--- src/rtl/memarb_pkg.sv ---
// Shared types and constants for the two-port memory arbiter.
package memarb_pkg;

  typedef enum logic [1:0] {
    ST_IDLE   = 2'd0,
    ST_ACCESS = 2'd1,
    ST_RESP   = 2'd2
  } state_t;

  localparam logic PORT_IF = 1'b0;
  localparam logic PORT_LS = 1'b1;

  // Round-robin pointer after reset: port 1 "went last", so port 0 wins the first tie.
  localparam logic LAST_RST = PORT_LS;

  function automatic logic misaligned(input logic [1:0] lsb);
    return lsb != 2'b00;
  endfunction

endpackage

--- src/rtl/rr_pick2.sv ---
// Combinational 2-way round-robin picker: masked ports never win, a tie goes to the port that did not win last.
module rr_pick2
  import memarb_pkg::*;
(
  input  logic [1:0] req,
  input  logic       last,
  input  logic [1:0] mask,
  output logic       valid,
  output logic       pick
);

  logic [1:0] w_elig;

  assign w_elig = req & ~mask;
  assign valid  = |w_elig;

  always_comb begin
    pick = PORT_IF;
    if (w_elig == 2'b11) begin
      pick = ~last;
    end else if (w_elig[1]) begin
      pick = PORT_LS;
    end
  end

endmodule

--- src/rtl/memarbiter.sv ---
// Two-port round-robin arbiter and sequencer in front of a single-port data memory
// that captures on the falling clock edge; one grant per IDLE/RESP decision slot.
module memarbiter
  import memarb_pkg::*;
#(
  parameter int addresswidth = 32,
  parameter int width        = 32
) (
  input  logic                    clk,
  input  logic                    reset,
  input  logic                    req0,
  input  logic                    req1,
  input  logic                    we0,
  input  logic                    we1,
  input  logic [addresswidth-1:0] addr0,
  input  logic [addresswidth-1:0] addr1,
  input  logic [width-1:0]        wdata0,
  input  logic [width-1:0]        wdata1,
  output logic                    ack0,
  output logic                    ack1,
  output logic [width-1:0]        rdata0,
  output logic [width-1:0]        rdata1,
  output logic                    err0,
  output logic                    err1,
  output logic [addresswidth-1:0] mem_address,
  output logic                    mem_write_en,
  output logic                    mem_read_en,
  output logic [width-1:0]        mem_data_in,
  input  logic [width-1:0]        mem_data_out,
  output logic                    busy
);

  state_t                  r_state;
  logic                    r_last;
  logic                    r_grant;
  logic                    r_we;
  logic                    r_mis;
  logic                    r_ack0;
  logic                    r_ack1;
  logic                    r_err0;
  logic                    r_err1;
  logic                    r_busy;
  logic                    r_wen;
  logic                    r_ren;
  logic [addresswidth-1:0] r_maddr;
  logic [width-1:0]        r_mdin;
  logic [width-1:0]        r_rdata0;
  logic [width-1:0]        r_rdata1;

  logic                    w_valid;
  logic                    w_pick;
  logic [1:0]              w_mask;
  logic                    w_sel_we;
  logic                    w_sel_mis;
  logic [addresswidth-1:0] w_sel_addr;
  logic [width-1:0]        w_sel_wdata;

  // The port being acked still holds req during RESP; keep it out of that slot's arbitration.
  assign w_mask = (r_state == ST_RESP) ? ((r_grant == PORT_LS) ? 2'b10 : 2'b01) : 2'b00;

  rr_pick2 u_pick (
    .req   ({req1, req0}),
    .last  (r_last),
    .mask  (w_mask),
    .valid (w_valid),
    .pick  (w_pick)
  );

  assign w_sel_we    = (w_pick == PORT_LS) ? we1    : we0;
  assign w_sel_addr  = (w_pick == PORT_LS) ? addr1  : addr0;
  assign w_sel_wdata = (w_pick == PORT_LS) ? wdata1 : wdata0;
  assign w_sel_mis   = misaligned(w_sel_addr[1:0]);

  always_ff @(posedge clk) begin
    if (reset) begin
      r_state  <= ST_IDLE;
      r_last   <= LAST_RST;
      r_grant  <= PORT_IF;
      r_we     <= 1'b0;
      r_mis    <= 1'b0;
      r_ack0   <= 1'b0;
      r_ack1   <= 1'b0;
      r_err0   <= 1'b0;
      r_err1   <= 1'b0;
      r_busy   <= 1'b0;
      r_wen    <= 1'b0;
      r_ren    <= 1'b0;
      r_maddr  <= '0;
      r_mdin   <= '0;
      r_rdata0 <= '0;
      r_rdata1 <= '0;
    end else begin
      r_ack0 <= 1'b0;
      r_ack1 <= 1'b0;
      r_err0 <= 1'b0;
      r_err1 <= 1'b0;
      r_wen  <= 1'b0;
      r_ren  <= 1'b0;
      case (r_state)
        ST_IDLE, ST_RESP: begin
          if (w_valid) begin
            r_state <= ST_ACCESS;
            r_grant <= w_pick;
            r_last  <= w_pick;
            r_we    <= w_sel_we;
            r_mis   <= w_sel_mis;
            r_maddr <= w_sel_addr;
            r_mdin  <= w_sel_wdata;
            // A misaligned access walks through ACCESS/RESP without touching memory.
            r_wen   <= w_sel_we & ~w_sel_mis;
            r_ren   <= ~w_sel_we & ~w_sel_mis;
            r_busy  <= 1'b1;
          end else begin
            r_state <= ST_IDLE;
            r_busy  <= 1'b0;
          end
        end
        ST_ACCESS: begin
          r_state <= ST_RESP;
          r_busy  <= 1'b1;
          if (r_grant == PORT_IF) begin
            r_ack0 <= 1'b1;
            r_err0 <= r_mis;
            if (!r_we && !r_mis) begin
              r_rdata0 <= mem_data_out;
            end
          end else begin
            r_ack1 <= 1'b1;
            r_err1 <= r_mis;
            if (!r_we && !r_mis) begin
              r_rdata1 <= mem_data_out;
            end
          end
        end
        default: begin
          r_state <= ST_IDLE;
          r_busy  <= 1'b0;
        end
      endcase
    end
  end

  assign ack0         = r_ack0;
  assign ack1         = r_ack1;
  assign err0         = r_err0;
  assign err1         = r_err1;
  assign rdata0       = r_rdata0;
  assign rdata1       = r_rdata1;
  assign busy         = r_busy;
  assign mem_address  = r_maddr;
  assign mem_write_en = r_wen;
  assign mem_read_en  = r_ren;
  assign mem_data_in  = r_mdin;

endmodule

--- config.mk ---
export PLATFORM = sky130hd
export DESIGN_NAME = memarbiter
export DESIGN_NICKNAME = d
export VERILOG_FILES = /design/src/rtl/memarb_pkg.sv /design/src/rtl/rr_pick2.sv /design/src/rtl/memarbiter.sv
export SDC_FILE = /design/constraint.sdc
export NUM_CORES = 1
export LEC_CHECK = 0
export CAP_MARGIN = 10
export CORE_ASPECT_RATIO = 1.2
export CORE_MARGIN = 1
export CORE_UTILIZATION = 38
export DETAILED_ROUTE_END_ITERATION = 16
export PLACE_DENSITY = 0.86
export SKIP_LAST_GASP = 1
export SLEW_MARGIN = 20
export SYNTH_ARGS = -nofsm -noshare
export SYNTH_HDL_FRONTEND = slang
export SYNTH_SLANG_ARGS = --single-unit
--- constraint.sdc ---
create_clock -name clk -period 2 [get_ports clk]
set_input_delay 0.3 -clock clk [delete_from_list [all_inputs] [get_ports clk]]
set_output_delay 0.3 -clock clk [all_outputs]
set_load 0.02 [all_outputs]
==> impl_metrics.py, run 1 <==
metrics = {
    "placed_design": {
        "io_buffers": 300,
        "hpwlAfterDp_um": 12400,
        "post-place-ws_ns": -0.188,
        "gp_congestion": 0.810,
    },
    "sta": {
        "finalSetupTns_ns": 0,
        "period_minus_slack_ns": 1.76,
        "grt_setup_unrepaired": "no",
        "fin_ws_ns": 0.241,
        "max_slew_margin_pct": 56.0,
        "max_clock_freq_mhz": 569,
        "tightest_slew_ns": 0.660,
        "fin_worst_skew_ns": 0.0146,
        "finalMaxSlewViolations": 0,
        "final_hold_viol_count": 0,
        "setup_viol": 0,
        "fin_crit_sh_pct": 87.9,
    },
    "flow_run": {
        "maxCapViolCount": 0,
    },
    "yosys": {
        "ys_types": 28,
        "netlist_area_um2": 5350,
        "synth_enable_flop_cells": 0,
        "yosys_register_bits": 141,
        "ys_async_sr_fraction_pct": 0,
        "synth_xor_xnor_area_share_pct": 0,
        "synthAdderAreaFrac_pct": 0,
        "synth_top_family_by_area": "compound AO/OA/AOI/OAI gates",
        "syn_inst": 690,
        "synth.largest_area_cell": "dfxtp_1",
        "ys_seq_area_share_pct": 52.8,
        "synth_ff_type": "dfxtp_1",
        "synth_compound_area_share_pct": 21.5,
        "syn_area_per_cell_um2": 7.75,
        "synth-simple-area-share_pct": 20.9,
        "synth_area_leaders": "dfxtp_1 53%, nand2_1 18%, a31oi_1 7.6%, a21oi_1 6.2%, o21ai_0 4.5%",
        "synth_top_cell_area_share_pct": 52.8,
        "yosysWarnings": 0,
        "synth_nets": 856,
        "synthMuxAreaShare_pct": 0,
    },
    "clock_tree": {
        "hold_buffers": 0,
        "clk_pin_slew_worst_paths_ns": 0.06,
        "cts.repair.resized": 0,
        "clkLatencyLatePin_ns": 0.41,
        "h-tree-depth": 4,
        "tritoncts": "yes",
        "cts.path.max_buffers": 2,
        "cts_root_buffer": "clkbuf_16",
        "post_cts_buffers": 0,
        "numCtsBuffers": 17,
        "cts_sinks": 141,
    },
    "final_layout": {
        "final_common_cell": "clkdlybuf4s50_1",
        "n_antenna_cell": 0,
        "drive_gt1_share_pct": 5.60,
        "num-fill-cells": 1129,
        "synthToLayoutAreaGrowth_pct": 71.1,
        "layout_common_cells": "299 x clkdlybuf4s50_1, 263 x nand2_1, 141 x dfxtp_1",
        "nNetsFinal": 1136,
    },
    "global_route": {
        "grt_first_pass_wirelength_um": 27000,
        "grt_start_max_net_pins": 85,
        "gr-total-overflow": 0,
        "gr-usage-all-layers_pct": 23.9,
        "antenna_found_initial": 0,
        "grt_pass1_vias": 5627,
    },
    "outcome": {
        "run_status": "completed",
    },
    "detailed_routing": {
        "dr.pass1.iters": 4,
        "drt_wl_total_um": 17800,
        "wl_per_cell_um": 15.4,
        "ant_nets": 0,
        "drcViolationCount": 0,
        "vias": 5833,
        "drt-initial-drc-count": 462,
        "vias_per_cell": 5.05,
    },
    "setup_path": {
        "endpoint_kind": "flop",
        "r2r_slack_ns": 0.31,
        "r2r-end": "mem_address[16]",
        "crit_start": "req1",
        "worst_ep_arrival_time_ns": 2.09,
        "endpoint": "mem_address[16]",
        "r2r_start": "r_state[1]",
        "startpoint_type": "input pin",
        "reg2reg_depth": 6,
        "criticalPathCategory": "input pin to flop",
        "worstPathRequired_ns": 2.33,
        "crit_fanout": 84,
    },
    "power_and_ir_drop": {
        "vdd_drop_max_uv": 549,
        "power_density_nw_per_um2": 867,
        "cellLeakagePower_uw": 0.00339,
    },
    "worst_hold_path": {
        "hp-class": "input pin to flop",
    },
    "floorplan": {
        "start_util_pct": 38.9,
        "die_x_um": 110,
        "pin_count": 301,
        "die_h_um": 132,
        "coreArea_um2": 13800,
        "fp.dieArea_um2": 14600,
        "rows": 47,
    },
}
-- Yosys cell counts, types with 2 or more instances --
library cell,instances
nand2_1,263
dfxtp_1,141
a21oi_1,66
a31oi_1,65
o21ai_0,48
clkbuf_1,35
buf_2,20
o21ai_1,17
inv_1,6
nor2_1,5
nand3b_1,4
and3_1,2
nand3_1,2
nor3_1,2
-- area by class of cell --
class	count	area [um2]	area share, %
repair buffers	317	3240	35.4
flip-flops and latches	141	2820	30.8
multi-input cells	487	2270	24.8
clock buffers	20	447	4.88
well taps	171	214	2.34
clock inverters	12	136	1.49
inverters	6	22.5	0.246
-- metal layers --
layer | vias up | share of wire [%] | GRT usage [%]
li1 | 2877 | - | -
met1 | 2654 | 37 | 25.5
met2 | 260 | 52 | 42.4
met3 | 42 | 8.0 | 7.12
met4 | 0 | 3.1 | 10.6
met5 | - | 0 | 0
-- stage by stage --
step / instance area (um2) / util, % / hold WS, ns / cells / power (uW)
final: 9150 / 66.5 / 0.270 / 1154 / 7930
after global routing: 9150 / 66.5 / 0.270 / 1154 / 8280
after floorplan: 5350 / - / 0.436 / 690 / 3950
after CTS: 9150 / 66.5 / 0.254 / 1154 / 8000
after global placement: 8570 / 62.3 / 0.441 / 1122 / 4860
after detailed placement: 8570 / 62.3 / 0.446 / 1122 / 4890
-- worst min-delay path by stage --
stage                     from         end  slack [ns]  cells past startpoint
2_1_floorplan  mem_data_out[0]   rdata0[0]        0.44                      2
3_3_place_gp        rdata1[24]  rdata1[24]        0.44                      2
3_5_place_dp        rdata0[21]  rdata0[21]        0.45                      2
4_1_cts                  reset        ack1        0.25                      4
5_1_grt                  reset        ack1        0.27                      4
6_report                 reset        ack1        0.27                      4
-- state kept, by name, indices dropped and copies added (netlist names), 2 cells and up --
signal	cells
rdata1	32
r_state	2
rdata0	32
mem_address	32
mem_data_in	32
-- cells by family (layout without fill, tap and decap cells) --
logic type | after synthesis | count (layout)
buffers and inverters | 62 | 355
DFF | 141 | 141
AOI/OAI and AO/OA | 203 | 203
and+or+nand+nor | 284 | 284
-- power by group --
group          internal (uW)  leakage [uW]  switching, uW  total [uW]
Clock                   1880      0.000277           1210        3100
Combinational            854       0.00196            842        1700
Sequential              3030       0.00116            115        3140
-- worst max-delay path: stages --
cell and delay, ns:
clkdlybuf4s50_1 0.53, a21bo_1 0.25, a211oi_4 0.35, buf_12 0.31, o21ai_0 0.13, a31oi_1 0.17
Note: power is estimated with default switching activity, not from simulation.
==> run 2, diff against run 1 <==
CORE_MARGIN = 3   (was 1)
==> impl_metrics.py, run 2 (same netlist as run 1, synthesis figures left out) <==
metrics = {
    "global_route": {
        "met3_usage_pct": 8.28,
        "grt_busiest_layer": "met2",
        "gr-usage-met2_pct": 39.8,
        "grt_first_pass_wirelength_um": 28200,
        "gr-total-overflow": 0,
        "grt_pass1_vias": 5753,
        "gr-usage-all-layers_pct": 22.7,
        "grt_start_max_net_pins": 66,
        "met1_usage_pct": 24.9,
        "antenna_found_initial": 0,
    },
    "setup_path": {
        "slowest_stage": "o211a_2",
        "crit_fanout": 13,
        "criticalPathCategory": "flop to flop",
        "worst_ep_arrival_time_ns": 2.13,
        "worst-path-buf-inv": 1,
        "endpoint_kind": "flop",
        "crit_chain": "nor2b_1, o211a_2, buf_4, nand2_1, a31oi_1",
        "critPathTopFamily": "compound AO/OA/AOI/OAI gates",
        "worstPathRequired_ns": 2.32,
        "cpPeakStageDelay_ns": 0.47,
        "startpoint_type": "flop",
    },
    "sta": {
        "setup_viol": 0,
        "period_minus_slack_ns": 1.81,
        "tightest_slew_ns": 0.657,
        "max_clock_freq_mhz": 553,
        "fin_worst_skew_ns": 0.0104,
        "grt_setup_unrepaired": "no",
        "final_hold_viol_count": 0,
        "fin_crit_sh_pct": 90.4,
        "max_slew_margin_pct": 56.2,
        "finalMaxSlewViolations": 0,
    },
    "floorplan": {
        "die_h_um": 136,
        "die_x_um": 114,
        "fp.dieArea_um2": 15500,
        "rows": 46,
        "coreArea_um2": 13500,
        "pin_count": 301,
        "start_util_pct": 39.7,
    },
    "final_layout": {
        "drive_gt1_share_pct": 6.65,
        "nNetsFinal": 1146,
        "layout_common_cells": "299 x clkdlybuf4s50_1, 263 x nand2_1, 141 x dfxtp_1",
        "synthToLayoutAreaGrowth_pct": 73.6,
        "final_cells": 1161,
        "area.sequential_um2": 2820,
        "final_common_cell": "clkdlybuf4s50_1",
        "multi_input_area_um2": 2270,
        "n_antenna_cell": 0,
        "num-fill-cells": 1081,
    },
    "power_and_ir_drop": {
        "power_uw": 8310,
        "vdd_drop_max_uv": 615,
        "power_density_nw_per_um2": 894,
        "cellLeakagePower_uw": 0.00348,
    },
    "detailed_routing": {
        "vias_per_cell": 5.08,
        "dr.pass1.iters": 5,
        "drt_wl_total_um": 18100,
        "drt-initial-drc-count": 428,
        "wl_per_cell_um": 15.6,
        "drcViolationCount": 0,
        "ant_nets": 0,
        "vias": 5898,
    },
    "placed_design": {
        "hpwlAfterDp_um": 13300,
        "gp_congestion": 0.812,
        "dpl.cell_count": 1129,
        "io_buffers": 300,
    },
    "clock_tree": {
        "numCtsBuffers": 17,
        "cts.path.max_buffers": 2,
        "post_cts_buffers": 0,
        "tritoncts": "yes",
        "clkLatencyLatePin_ns": 0.41,
        "h-tree-depth": 4,
        "cts.repair.resized": 0,
        "clk_pin_slew_worst_paths_ns": 0.07,
        "cts_sinks": 141,
        "hold_buffers": 0,
        "cts_root_buffer": "clkbuf_16",
    },
    "worst_hold_path": {
        "hp-class": "input pin to flop",
    },
    "outcome": {
        "run_status": "completed",
    },
    "flow_run": {
        "maxCapViolCount": 0,
    },
}
==> run 2: metrics by stage <==
stage / instance area, um2 / worst slack (ns) / hold slack, ns / setup TNS, ns / utilization (%)
finish: 9290 / 0.193 / 0.314 / 0 / 69.0
global placement: 8640 / 0.0190 / 0.441 / 0 / 64.2
global route: 9290 / 0.0681 / 0.321 / 0 / 69.0
detailed placement: 8640 / -0.0802 / 0.446 / -0.281 / 64.2
CTS: 9290 / 0.201 / 0.303 / 0 / 69.0
floorplan: 5350 / 0.526 / 0.436 / 0 / -
==> run 2: layout make-up <==
class / instances / share of cell area (%)
clock buffer: 19 / 4.77
clock inverter: 13 / 2.18
inverter: 6 / 0.242
multi-input combinational: 487 / 24.5
sequential: 141 / 30.4
tap: 168 / 2.26
timing repair buffer: 327 / 35.7
==> run 2: where the power goes <==
part,internal (uW),total (uW),switching [uW]
logic,880,1730,848
clock network,2160,3430,1270
registers,3030,3150,121
total,6070,8310,2240
==> run 2: worst paths after layout <==
path	startpoint	to	slack [ns]	cells after the start
worst max-delay path	r_state[1]	mem_address[11]	0.19	5
worst min-delay path	reset	r_last	0.31	3
worst max register to register	r_state[1]	mem_address[11]	0.19	5
worst min register to register	rdata0[16]	rdata0[16]	0.45	2
==> run 2: worst min-delay path: stages <==
cell,delay [ns]
buf_2,0.09
inv_2,0.15
o221ai_1,0.12
==> run 2: metal layers <==
layer	wire, um	vias up	share of wire [%]
met5	0	-	0
met4	531	0	2.9
met3	1730	36	9.6
met2	9080	277	50
met1	6750	2678	37
li1	-	2907	-
==> run 3, diff against run 2 <==
ABC_CLOCK_PERIOD_IN_PS = 2000   (was not set)
CORE_AREA = 3 3 114 116   (was not set)
CORE_ASPECT_RATIO = not set   (was 1.2)
CORE_MARGIN = not set   (was 3)
CORE_UTILIZATION = not set   (was 38)
DIE_AREA = 0 0 117 119   (was not set)
DONT_BUFFER_PORTS = 1   (was not set)
PLACE_DENSITY = not set   (was 0.86)
==> impl_metrics.py, run 3 (same netlist as run 1, synthesis figures left out) <==
metrics = {
    "outcome": {
        "run_status": "completed",
    },
    "final_layout": {
        "drive_gt1_share_pct": 8.16,
        "synthToLayoutAreaGrowth_pct": 14.2,
        "nNetsFinal": 839,
        "layout_common_cells": "263 x nand2_1, 141 x dfxtp_1, 66 x a21oi_1",
        "num-fill-cells": 1157,
        "fin_area_um2": 6110,
        "final_common_cell": "nand2_1",
        "n_antenna_cell": 0,
    },
    "global_route": {
        "grt_pass1_vias": 4440,
        "met3_usage_pct": 8.99,
        "met1_usage_pct": 22.6,
        "gr-usage-met2_pct": 36.0,
        "grt_start_max_net_pins": 66,
        "gr-usage-all-layers_pct": 21.0,
        "grt_busiest_layer": "met2",
        "grt_first_pass_wirelength_um": 22800,
        "antenna_found_initial": 0,
        "gr-total-overflow": 0,
    },
    "floorplan": {
        "die_x_um": 117,
        "coreArea_um2": 12000,
        "start_util_pct": 44.5,
        "die_h_um": 119,
        "fp.dieArea_um2": 13900,
        "pin_count": 301,
        "rows": 40,
    },
    "sta": {
        "final_hold_viol_count": 0,
        "finalMaxSlewViolations": 0,
        "period_minus_slack_ns": 1.71,
        "fin_ws_ns": 0.286,
        "hold_slack_ns": 0.0223,
        "fin_worst_skew_ns": 0.00572,
        "tightest_slew_ns": 0.413,
        "finalSetupTns_ns": 0,
        "fin_crit_sh_pct": 85.7,
        "max_clock_freq_mhz": 583,
        "max_slew_margin_pct": 72.5,
        "grt_setup_unrepaired": "no",
        "setup_viol": 0,
    },
    "clock_tree": {
        "post_cts_buffers": 0,
        "numCtsBuffers": 17,
        "tritoncts": "yes",
        "cts_root_buffer": "clkbuf_16",
        "cts.path.max_buffers": 2,
        "clkLatencyLatePin_ns": 0.41,
        "clk_pin_slew_worst_paths_ns": 0.06,
        "h-tree-depth": 4,
        "hold_buffers": 3,
        "cts.repair.resized": 0,
        "cts_sinks": 141,
    },
    "setup_path": {
        "endpoint_kind": "flop",
        "worst_ep_arrival_time_ns": 2.04,
        "slowest_stage": "dfxtp_1",
        "worst_path_most_repeated_cell": "buf_4",
        "criticalPathCategory": "flop to flop",
        "startpoint_type": "flop",
        "worstPathRequired_ns": 2.33,
        "cpPeakStageDelay_ns": 0.37,
        "crit_chain": "a21bo_1, a211oi_4, buf_4, buf_4, o21ai_0, a31oi_1",
        "crit_fanout": 38,
    },
    "detailed_routing": {
        "wl_per_cell_um": 18.2,
        "vias": 4660,
        "drcViolationCount": 0,
        "drt-initial-drc-count": 292,
        "ant_nets": 0,
        "drt_wl_total_um": 15200,
        "vias_per_cell": 5.59,
        "dr.pass1.iters": 7,
    },
    "placed_design": {
        "post-place-ws_ns": 0.297,
        "hpwlAfterDp_um": 11200,
        "place_area_um2": 5480,
        "io_buffers": 0,
        "gp_congestion": 0.821,
    },
    "power_and_ir_drop": {
        "power_density_nw_per_um2": 1170,
        "power_uw": 7150,
        "cellLeakagePower_uw": 0.00226,
        "vdd_drop_max_uv": 638,
    },
    "worst_hold_path": {
        "hp-class": "input pin to flop",
    },
    "flow_run": {
        "maxCapViolCount": 0,
    },
}
run 3: cell types whose count changed in the layout (fill, tap and decap cells not counted), moves of 4 or more:
cell	change
clkinvlp_4	+5
clkdlybuf4s50_1	-299
clkinv_2	+4
buf_4	-5
buf_12	-5
run 3: per-stage QoR:
stage,instances,util (%)
2_1_floorplan,690,-
3_3_place_gp,798,45.6
3_5_place_dp,798,45.6
4_1_cts,833,50.9
5_1_grt,833,50.9
6_report,833,50.9
run 3: where the power goes:
part | switching, uW | internal (uW)
sequential | 415 | 3030
combinational | 407 | 241
clock | 1190 | 1860
total | 2010 | 5130
run 3: final cells by class:
type                    count  area, um2  area share (%)
clock inverters            14        143            2.33
repair buffers             20        225            3.69
clock buffers              18        439            7.19
flip-flops and latches    141       2820            46.2
multi-input cells         487       2270            37.2
well taps                 147        184            3.01
inverters                   6       22.5           0.369
run 3: metal layers:
layer	wire [um]	vias to the layer above
met2	7610	234
met3	1750	24
met4	317	0
li1	-	2292
met5	0	-
met1	5480	2110
run 3: path summary, 6_finish.rpt:
check	startpoint	end	slack, ns	depth (start not counted)
max	r_grant	mem_address[6]	0.29	6
min	mem_data_out[14]	rdata0[14]	0.02	2
max reg2reg	r_grant	mem_address[6]	0.29	6
min reg2reg	r_last	r_last	0.53	2
run 3: worst max-delay path, delay by kind of cell (launching register included):
| kind | cells | cell delay, ns |
|---|---|---|
| buf+inv | 2 | 0.49 |
| flops | 1 | 0.37 |
| compound gates | 4 | 0.77 |
